### src/rtl/mac4_accumulator.sv
// Multiply-accumulate controller wrapped around an external combinational 4x4 multiplier.
// Sums BLOCK_LEN products per result; results leave over a valid/ready handshake with a sticky overflow flag.
module mac4_accumulator #(
    parameter int ACC_W     = 12,
    parameter int BLOCK_LEN = 4
) (
    input  logic             clk,
    input  logic             rst_n,
    input  logic             clear,
    input  logic             in_valid,
    output logic             in_ready,
    input  logic [3:0]       in_x,
    input  logic [3:0]       in_y,
    output logic [3:0]       mul_x,
    output logic [3:0]       mul_y,
    input  logic [7:0]       mul_p,
    output logic             out_valid,
    input  logic             out_ready,
    output logic [ACC_W-1:0] out_acc,
    output logic             out_ovf
);

    localparam logic [1:0] S_IDLE = 2'd0;
    localparam logic [1:0] S_RUN  = 2'd1;
    localparam logic [1:0] S_DONE = 2'd2;
    localparam logic [3:0] BL     = 4'(BLOCK_LEN);

    logic [1:0]       r_state;
    logic [3:0]       r_issued;
    logic [3:0]       r_summed;
    logic             r_p_vld;
    logic [ACC_W-1:0] r_acc;
    logic             r_ovf;
    logic [3:0]       r_mul_x;
    logic [3:0]       r_mul_y;
    logic             r_out_valid;
    logic [ACC_W-1:0] r_out_acc;
    logic             r_out_ovf;

    logic             w_accept;
    logic             w_last;
    logic [ACC_W:0]   w_sum;

    assign in_ready  = (r_state != S_DONE) && (r_issued < BL);
    assign w_accept  = in_valid && in_ready;
    // Extra top bit of the sum is the carry out of this addition.
    assign w_sum     = {1'b0, r_acc} + {{(ACC_W - 7){1'b0}}, mul_p};
    assign w_last    = r_p_vld && (r_summed == BL - 4'd1);

    assign mul_x     = r_mul_x;
    assign mul_y     = r_mul_y;
    assign out_valid = r_out_valid;
    assign out_acc   = r_out_acc;
    assign out_ovf   = r_out_ovf;

    // Operand registers keep their value through clear.
    always_ff @(posedge clk or negedge rst_n) begin
        if (!rst_n) begin
            r_mul_x <= 4'd0;
            r_mul_y <= 4'd0;
        end else if (w_accept && !clear) begin
            r_mul_x <= in_x;
            r_mul_y <= in_y;
        end
    end

    always_ff @(posedge clk or negedge rst_n) begin
        if (!rst_n) begin
            r_state     <= S_IDLE;
            r_issued    <= 4'd0;
            r_summed    <= 4'd0;
            r_p_vld     <= 1'b0;
            r_acc       <= '0;
            r_ovf       <= 1'b0;
            r_out_valid <= 1'b0;
            r_out_acc   <= '0;
            r_out_ovf   <= 1'b0;
        end else if (clear) begin
            r_state     <= S_IDLE;
            r_issued    <= 4'd0;
            r_summed    <= 4'd0;
            r_p_vld     <= 1'b0;
            r_acc       <= '0;
            r_ovf       <= 1'b0;
            r_out_valid <= 1'b0;
            r_out_acc   <= '0;
            r_out_ovf   <= 1'b0;
        end else begin
            r_p_vld <= w_accept;
            if (w_accept)
                r_issued <= r_issued + 4'd1;
            case (r_state)
                S_IDLE: begin
                    if (w_accept)
                        r_state <= S_RUN;
                end
                S_RUN: begin
                    // mul_p is only looked at when a product is actually pending.
                    if (r_p_vld) begin
                        r_acc    <= w_sum[ACC_W-1:0];
                        r_ovf    <= r_ovf | w_sum[ACC_W];
                        r_summed <= r_summed + 4'd1;
                        if (w_last) begin
                            r_state     <= S_DONE;
                            r_out_valid <= 1'b1;
                            r_out_acc   <= w_sum[ACC_W-1:0];
                            r_out_ovf   <= r_ovf | w_sum[ACC_W];
                        end
                    end
                end
                S_DONE: begin
                    if (out_ready) begin
                        r_state     <= S_IDLE;
                        r_out_valid <= 1'b0;
                        r_acc       <= '0;
                        r_ovf       <= 1'b0;
                        r_issued    <= 4'd0;
                        r_summed    <= 4'd0;
                    end
                end
                default: r_state <= S_IDLE;
            endcase
        end
    end

endmodule

### config.mk
export PLATFORM = sky130hd
export DESIGN_NAME = mac4_accumulator
export DESIGN_NICKNAME = d
export VERILOG_FILES = /design/src/rtl/mac4_accumulator.sv
export SDC_FILE = /design/constraint.sdc
export NUM_CORES = 1
export LEC_CHECK = 0
export ABC_AREA = 1
export CORE_UTILIZATION = 55
export CTS_CLUSTER_SIZE = 14
export DETAILED_ROUTE_END_ITERATION = 8
export DONT_BUFFER_PORTS = 1
export GPL_TIMING_DRIVEN = 0
export PLACE_DENSITY = 0.69
export SYNTH_ARGS = -nofsm -noshare
export SYNTH_HDL_FRONTEND = slang
export SYNTH_SLANG_ARGS = --single-unit
export TNS_END_PERCENT = 1
### constraint.sdc
create_clock -name clk -period 2.82 [get_ports clk]
set_clock_uncertainty 0.2 [all_clocks]
set_input_delay 0.564 -clock clk [delete_from_list [all_inputs] [get_ports clk]]
set_output_delay 0.564 -clock clk [all_outputs]
set_load 0.02 [all_outputs]
# [After elaboration in Yosys (flattened, before gate mapping)]
# Cells that the tools add are included.
[op_classes] n_addsub=3 multipliers=0 div=0 order_cmp=1 eq_ne=8 shifts=0 muxes=35 bitwise=1 reduce_logical=14
[ops] cell="$mux 12" n=7
[ops] cell="$mux 4" n=7
[ops] cell="$pmux 12 s2" n=1
[ops] cell="$add 12x8->13" n=1
[ops] cell="$ne 3x3->1 const B" n=4
[ops] cell="$mux 1" n=11
[ops] cell="$mux 2" n=5
[ops] cell="$add 4x1->4 const B" n=2
[ops] cell="$pmux 4 s2" n=1
[ops] cell="$reduce_and 4->1" n=2
[ops] cell="$pmux 2 s3" n=1
[ops] cell="$reduce_and 3->1" n=2
[ops] cell="$reduce_bool 2->1" n=3
[ops] cell="$eq 4x2->1 const B" n=1
[ops] cell="$logic_and 1x1->1" n=4
[ops] cell="$lt 4x3->1 const B" n=1
[ops] cell="$pmux 1 s2" n=2
[ops] cell="$reduce_bool 3->1" n=1
[ops] cell="$eq 2x1->1 const B" n=1
[ops] cell="$eq 2x2->1 const B" n=1
[ops] cell="$logic_not 2->1" n=1
[ops] cell="$ne 2x2->1 const B" n=1
[ops] cell="$logic_not 1->1" n=1
[ops] cell="$or 1x1->1" n=1
[word_totals] ff_bits=46 latchBits=0 ram_bits=0 rom_bits=0 inputBits=21 out_inout_bits=23 word_cells=73 mem_count=0

# [Logic depth before layout (Yosys ltp)]
[depth] ltp_word=7 ltp_mapped=10 ltp_nobuf=10

# [Worst setup path before layout]
# Ideal clock, no wire load.
[synth_timing] kind="input to register" start="input mul_p[0]" end="register r_acc[6]" setup_time_ns=0.117 arrival_ns=1.887 required_ns=2.503 setup_slack_ns=0.615 cell_stages=9 path_buffers=0 path_cell_list="ha_1 -> fa_1 -> nand3_1 -> nand3_1 -> nand2_1 -> nand2_1 -> or2_2 -> nand3_1 -> nand2_1"
[synth_via] elab_chain_cells=4
[synth_rtl] element="from (decl)" line="16" rtl="input logic [7:0] mul_p,"
[synth_rtl] element="$add 12x8->13" line="47" rtl="assign w_sum = {1'b0, r_acc} + {{(ACC_W - 7){1'b0}}, mul_p};"
[synth_rtl] element="$mux 12" line="99" rtl="if (r_p_vld) begin"
[synth_rtl] element="$pmux 12 s2" line="92" rtl="case (r_state)"
[synth_rtl] element="$mux 12" line="78" rtl="end else if (clear) begin"
[synth_rtl] element="to (signal assigned)" line="100" rtl="r_acc <= w_sum[ACC_W-1:0];"
[synth_rtl] element="to (decl)" line="32" rtl="logic [ACC_W-1:0] r_acc;"
# Every way passes these cells. The select of a mux whose other input is x is not followed.
# A chain may end at the register's enable or synchronous reset.

# [Worst setup path in the final report]
[layout_timing] start="register r_acc[0]" end="register r_out_acc[6], in the netlist out_acc[6]"
[layout_via] elab_chain_cells=5
[layout_rtl] element="$add 12x8->13" line="47"
[layout_rtl] element="$mux 12" line="103" rtl="if (w_last) begin"
[layout_rtl] element="$mux 12" line="99"
[layout_rtl] element="$mux 12" line="92"
[layout_rtl] element="$mux 12" line="78"
[layout_rtl] element="to (signal assigned)" line="106" rtl="r_out_acc <= w_sum[ACC_W-1:0];"
[layout_rtl] element="to (decl)" line="37" rtl="logic [ACC_W-1:0] r_out_acc;"
# Every way passes these cells. The select of a mux whose other input is x is not followed.

==> results by group <==
Global route
  • GRT Total Usage: between 20% and 30%
  • Vias in the first global route: 1767
  • Wire length of the first global-routing pass: 8050 um
  • Number of antenna violations at the first check in global routing: 0
  • Largest net degree at the start of global routing: 47
  • Global route overflow: 0

Synth
  • Primary FF master, synth: sky130_fd_sc_hd__dfrtp_1
  • Fraction of the yosys area taken by sequential cells: 47.5%
  • Commonest cells post-synth: sky130_fd_sc_hd__nand2_1, sky130_fd_sc_hd__dfrtp_1, sky130_fd_sc_hd__inv_1
  • Synthesis-stage register bit count: 46
  • Fraction of registers with async set/reset: 100%
  • Average cell area after synthesis: 7.92 um^2
  • Distinct cell type count of the synthesized netlist: 28
  • Top area cells in the synthesized netlist: sky130_fd_sc_hd__dfrtp_1, sky130_fd_sc_hd__nand2_1, sky130_fd_sc_hd__ha_1
  • Count of warnings emitted by yosys: 0
  • Summed instance area of the synthesized netlist: 0.00242 mm^2
  • Syn_nets: 338
  • Fraction of post-synthesis cell area in the top cell type by area: 47.5%
  • Most numerous cell in the Yosys netlist: sky130_fd_sc_hd__nand2_1
  • Number of enable flip-flop cells after synthesis: 0
  • Syn Inst Count: 306
  • Yosys top cell by area: sky130_fd_sc_hd__dfrtp_1

Worst setup path
  • Worst Setup Path Type: reg2reg
  • Worst Setup End Kind: register
  • Largest fanout on the critical path: 3
  • Worst Path Arrival: around 2200 ps
  • Worst setup slack for register-to-register paths: 630 ps
  • Worst Path Required: around 2800 ps
  • Category of the worst setup path launch point: register

Run status
  • Run status: finished, final reports clean

Pwr
  • Cell internal pwr: 0.00102 W
  • Max rail drop VDD: roughly 0.00049 V
  • Leakage: 1.49 nW
  • Power density over the cells: around 530 mW/mm^2
  • Combinational share of power: 12.2%
  • Clk network pwr share: 35.4%
  • Sequential Power Share: 52.4%
  • Switching share of power: 27.6%
  • Switching power: 0.000387 W

Timing
  • Worst rel slew slack: 74.2%
  • Actual transition at the worst max-transition pin: approximately 390 ps
  • Final setup TNS: 0 ps
  • Maximum achievable frequency: around 460 MHz
  • Final hold viol count: 0
  • Slack of the critical path: 627 ps
  • RSZ-0062 raised after global routing: false
  • Crit path time final: 2190 ps
  • Post-route clock period utilization: between 70% and 80%
  • Final Max Slew Viols: 0
  • Setup violations, final: 0

Floorplan
  • Number of standard-cell rows in the floorplan: 23
  • Overall die width: 68.4 um
  • Die outline height: 68.4 um
  • Effective utilization at floorplan: 58.9%
  • Number of top-level design ports: 44
  • DIE AREA: between 0.004 and 0.005 mm^2
  • Placeable core area: just over 0.004 mm^2

Clocking
  • Buffer type at the clock tree root: sky130_fd_sc_hd__clkbuf_8
  • Buffers from clock root to sink, at most: 2
  • Htree depth: 2
  • TritonCTS clock tree: done
  • Clock transition at path regs: 90 ps
  • Later-pin clock latency in the skew report: around 300 ps
  • TritonCTS sink count: 46
  • Number of buffers created by CTS: 5

Finish
  • Layout cell share with drive strength beyond 1: approximately 8.9%
  • Combined area of the multi-input logic cells: 0.00112 mm^2
  • Sequential standard cell area: approximately 0.0012 mm^2
  • Final std cells w/o fill: between 300 and 400
  • Number of filler instances in the final layout: between 300 and 400
  • Area growth, synth to finish: 8.78%
  • Final nets: 347
  • # diodes: 0

Placed design
  • Minimum setup slack after placement: roughly 450 ps
  • Gp weighted congestion: around 0.87
  • Number of input and output port buffers inserted: 0
  • DPL Wire Length: 3630 um
  • Cell count after placement: 356

Detailed routing
  • First-pass iteration count of the detailed router: 4
  • Avg Vias per Cell: between 5 and 6
  • Average detailed-routed wire length per instance: between 10 and 15 um
  • Detailed-route wire length: 4930 um
  • Total vias in the final route: 1954
  • Remaining antenna violation count: 0
  • Iter 0 DRT Violations: 81
  • Post-route DRC violation count: 0

Worst hold path
  • Worst hold path class: in2reg

Job
  • Maxcap violations: 0
## worst paths after layout
kind / start / end / cells after the start
setup / recovery: r_acc[0] / out_acc[6] / 9
hold / removal: in_x[1] / mul_x[1] / 2
setup reg to reg: r_acc[0] / out_acc[6] / 9
hold reg to reg: r_acc[7] / r_acc[7] / 2
max in group asynchronous: rst_n / r_summed[3] / 2
min in group asynchronous: rst_n / r_acc[0] / 2
## registers in the layout, indices dropped and copies added (netlist names)
signal / cells
r_p_vld: 1
r_state: 2
out_valid: 1
mul_x: 4
r_ovf: 1
r_acc: 12
out_ovf: 1
r_issued: 4
mul_y: 4
r_summed: 4
out_acc: 12
## worst max-delay path, stage by stage, from the launching register on
cell,delay (ps)
sky130_fd_sc_hd__dfrtp_1,390
sky130_fd_sc_hd__ha_1,240
sky130_fd_sc_hd__fa_1,450
sky130_fd_sc_hd__nand3_1,100
sky130_fd_sc_hd__nand3_1,130
sky130_fd_sc_hd__nand2_1,90
sky130_fd_sc_hd__nand2_1,70
sky130_fd_sc_hd__or2_2,300
sky130_fd_sc_hd__nand3_1,70
sky130_fd_sc_hd__nand2_1,50
## layer usage
| metal | share of wire [%] | wire (um) | track usage, % | vias up |
|---|---|---|---|---|
| li1 | - | - | - | 994 |
| met1 | 50 | 2450 | 33.5 | 902 |
| met2 | 43 | 2110 | 36.2 | 53 |
| met3 | 6.2 | 306 | 6.50 | 5 |
| met4 | 1.2 | 57 | 7.55 | 0 |
| met5 | 0 | 0 | 0 | - |
## what timing repair did
item,in CTS,in global routing
buffers inserted,0,0
hold buffers,2,0
setup endpoints to repair,0,0
resized for setup,0,0
endpoints found under the hold margin,46,0
## power by group through the flow
stage,clock [W],combinational (W),sequential [W]
5_1_grt,0.000530,0.000197,0.000741
3_5_place_dp,0,0.000153,0.000748
3_3_place_gp,0,0.000151,0.000748
2_1_floorplan,0,0.000122,0.000743
6_report,0.000496,0.000171,0.000735
4_1_cts,0.000513,0.000172,0.000736
## stage by stage
stage                     hold slack [ps]  total power (W)  utilization [%]  area, um^2
after floorplan                      68.4         0.000864                -        2420
after global placement               69.3         0.000899             60.4        2480
after detailed placement             69.3         0.000900             60.4        2480
after CTS                             163          0.00142             64.0        2640
after global routing                  163          0.00147             64.0        2640
final                                 169          0.00140             64.0        2640
## layout make-up
type	instances	share of cell area [%]
buffer	3	0.807
clock buffer	5	2.61
clock inverter	3	1.66
inverter	34	4.89
multi-input combinational	223	42.5
sequential	46	43.7
tap	50	2.37
timing repair buffer	2	1.42
## logic make-up after synthesis
group           share of synthesized area, %
xor+xnor                                2.17
buf+inv                                 6.20
simple gates                            31.3
compound gates                          6.41
mux                                    0.413
flops                                   47.5
fa+ha+maj                               5.99
## cell usage in the layout, fill, tap and decap left out, types with 3 or more instances in the layout
cell                         n
sky130_fd_sc_hd__nand2_1   117
sky130_fd_sc_hd__dfrtp_1    46
sky130_fd_sc_hd__inv_1      29
sky130_fd_sc_hd__nand3_1    25
sky130_fd_sc_hd__nor2_1     21
sky130_fd_sc_hd__o21ai_0    12
sky130_fd_sc_hd__ha_1       10
sky130_fd_sc_hd__a21oi_1     7
sky130_fd_sc_hd__nand4_1     7
sky130_fd_sc_hd__clkbuf_8    5
sky130_fd_sc_hd__nand2_2     4
sky130_fd_sc_hd__inv_2       4
sky130_fd_sc_hd__xor2_1      3
sky130_fd_sc_hd__xnor2_1     3
No activity file was read; power rests on OpenSTA's default activity.
==> RTL change (same flow settings) <==
Make the reset (`rst_n`) synchronous in 2 clocked blocks.
--- a/src/rtl/mac4_accumulator.sv
+++ b/src/rtl/mac4_accumulator.sv
@@ -54,7 +54,7 @@
     assign out_ovf   = r_out_ovf;
 
     // Operand registers keep their value through clear.
-    always_ff @(posedge clk or negedge rst_n) begin
+    always_ff @(posedge clk) begin
         if (!rst_n) begin
             r_mul_x <= 4'd0;
             r_mul_y <= 4'd0;
@@ -64,7 +64,7 @@
         end
     end
 
-    always_ff @(posedge clk or negedge rst_n) begin
+    always_ff @(posedge clk) begin
         if (!rst_n) begin
             r_state     <= S_IDLE;
             r_issued    <= 4'd0;
Check against the original RTL: differs if rst_n is asserted again (counterexample within 4 cycles, from zero or initial values and one cycle with rst_n low); with rst_n held inactive, the same outputs for 4 cycles.
==> RTL change against the original RTL <==
  * Cell count increased by 5.7%
  * Worst setup slack improved by 0.16 ns
  * Synthesized area decreased by 3.8%
  * Routed wire length decreased by 0.14%
  * Final area decreased by 4.9%
  * Sequential cell count unchanged
  * Die area decreased by 3.7%
  * Sequential share of layout area decreased by 6.9 points
  * Critical path depth increased by 1
Power is not compared: it rests on default switching activity, and its combinational part moved more than twofold at a synthesized area within 25%.
==> RTL change: results <==
[status]
status = "completed"

[global_route]
grt_pass1_vias = 1849
track_usage = 0.2397
grt_first_pass_wirelength_mm = 7.914
grt_max_degree = 16
grt_antenna_before_repair = 0

[synth]
ys_async_sr_fraction = 0
ys_seq_area_frac = 0.3953
synth_nets = 361
synth_area_leaders = "dfxtp_1, nand2_1, nor2_1"
syn_inst = 329
synth_common_cells = "nand2_1, dfxtp_1, nor2_1"
synth_cell_type_count = 30
yosys_warnings = 0

[place]
dpl_cell_area_um2 = 2392
io_buffers = 0
pre_cts_ws_ns = 0.5095
place_congestion = 0.8683
place_inst = 379
post-dp-hpwl_mm = 3.726

[clock_network]
clockBufferDepth = 2
clock-root-buffer = "clkbuf_8"
cts_setup_buffers = 0
clock_latency_ns = 0.30
clkTransAtPathRegs_ns = 0.09
htree_levels = 2
ctsResizeCount = 0
cts_buffers = 5

[pwr]
leakage_nw = 1.184
p_sw_frac = 0.2345
ir_drop_mv = 0.2370

[finish]
diodes = 0
fillers = 397
drive_gt1_frac = 0.09199
finalNonFillerCells = 387
fin_nets = 368

[sta]
max_slew.worst_pin.slew_ns = 0.3714

[hold_path]
hold_class = "in2reg"

[route]
drt_iter0_markers = 116
drtPass1Iterations = 6
wl_mm = 4.923
drt-vias-per-instance = 5.212

[critical_path]
critical_path.max_fanout = 3
==> RTL change: changes by cell type after synthesis, sizes merged, moves of 7 or more <==
cell,before,now
nand2,121,86
inv,33,44
nor2,21,44
o21ai,12,19
dfrtp,46,0
dfxtp,0,46
a21oi,9,24
==> RTL change: final cells by class <==
cell class,count,area (um2),area share
buffer,8,47.55,0.01898
clock buffer,5,68.82,0.02747
clock inverter,3,43.79,0.01748
inverter,44,165.2,0.06593
multi-input combinational,231,1196,0.4775
sequential,46,920.9,0.3676
tap,50,62.56,0.02498
==> RTL change: final timing paths <==
check | endpoint | depth (start not counted) | slack, ns | startpoint
worst max register to register | out_acc[6] | 10 | 0.78 | r_acc[0]
worst min register to register | r_issued[3] | 2 | 0.27 | r_issued[3]
worst min-delay path | mul_y[0] | 2 | 0.19 | rst_n
worst max-delay path | out_acc[6] | 10 | 0.78 | r_acc[0]
==> RTL change: cells by family after synthesis <==
family / share of synthesized area
compound gates: 0.1418
xor+xnor: 0.01504
fa+ha+maj: 0.06230
buf+inv: 0.09130
flops: 0.3953
simple gates: 0.2943
==> RTL change: worst max-delay path, cell delays in order, from the launching register on <==
cell and delay (ns):
dfxtp_1 0.32, ha_1 0.22, fa_1 0.44, nand3_1 0.10, nand3_1 0.14, nand2_1 0.11, nand3_1 0.08, nand2_1 0.12
nand2_1 0.06, o211ai_1 0.09, inv_1 0.05
==> RTL change: routing by layer <==
layer,track usage,vias up,wire length (um)
met3,0.07534,2,301
met5,0,-,0
met2,0.3813,51,2273
li1,-,1069,-
met4,0.09309,0,27
met1,0.2970,895,2321
==> RTL change: power by group through the flow <==
stage,logic (mW),clock network [mW],registers [mW]
finish,0.0656,0.497,0.675
global route,0.0750,0.529,0.677
CTS,0.0664,0.506,0.676
detailed placement,0.0659,0,0.691
global placement,0.0653,0,0.691
floorplan,0.0518,0,0.689
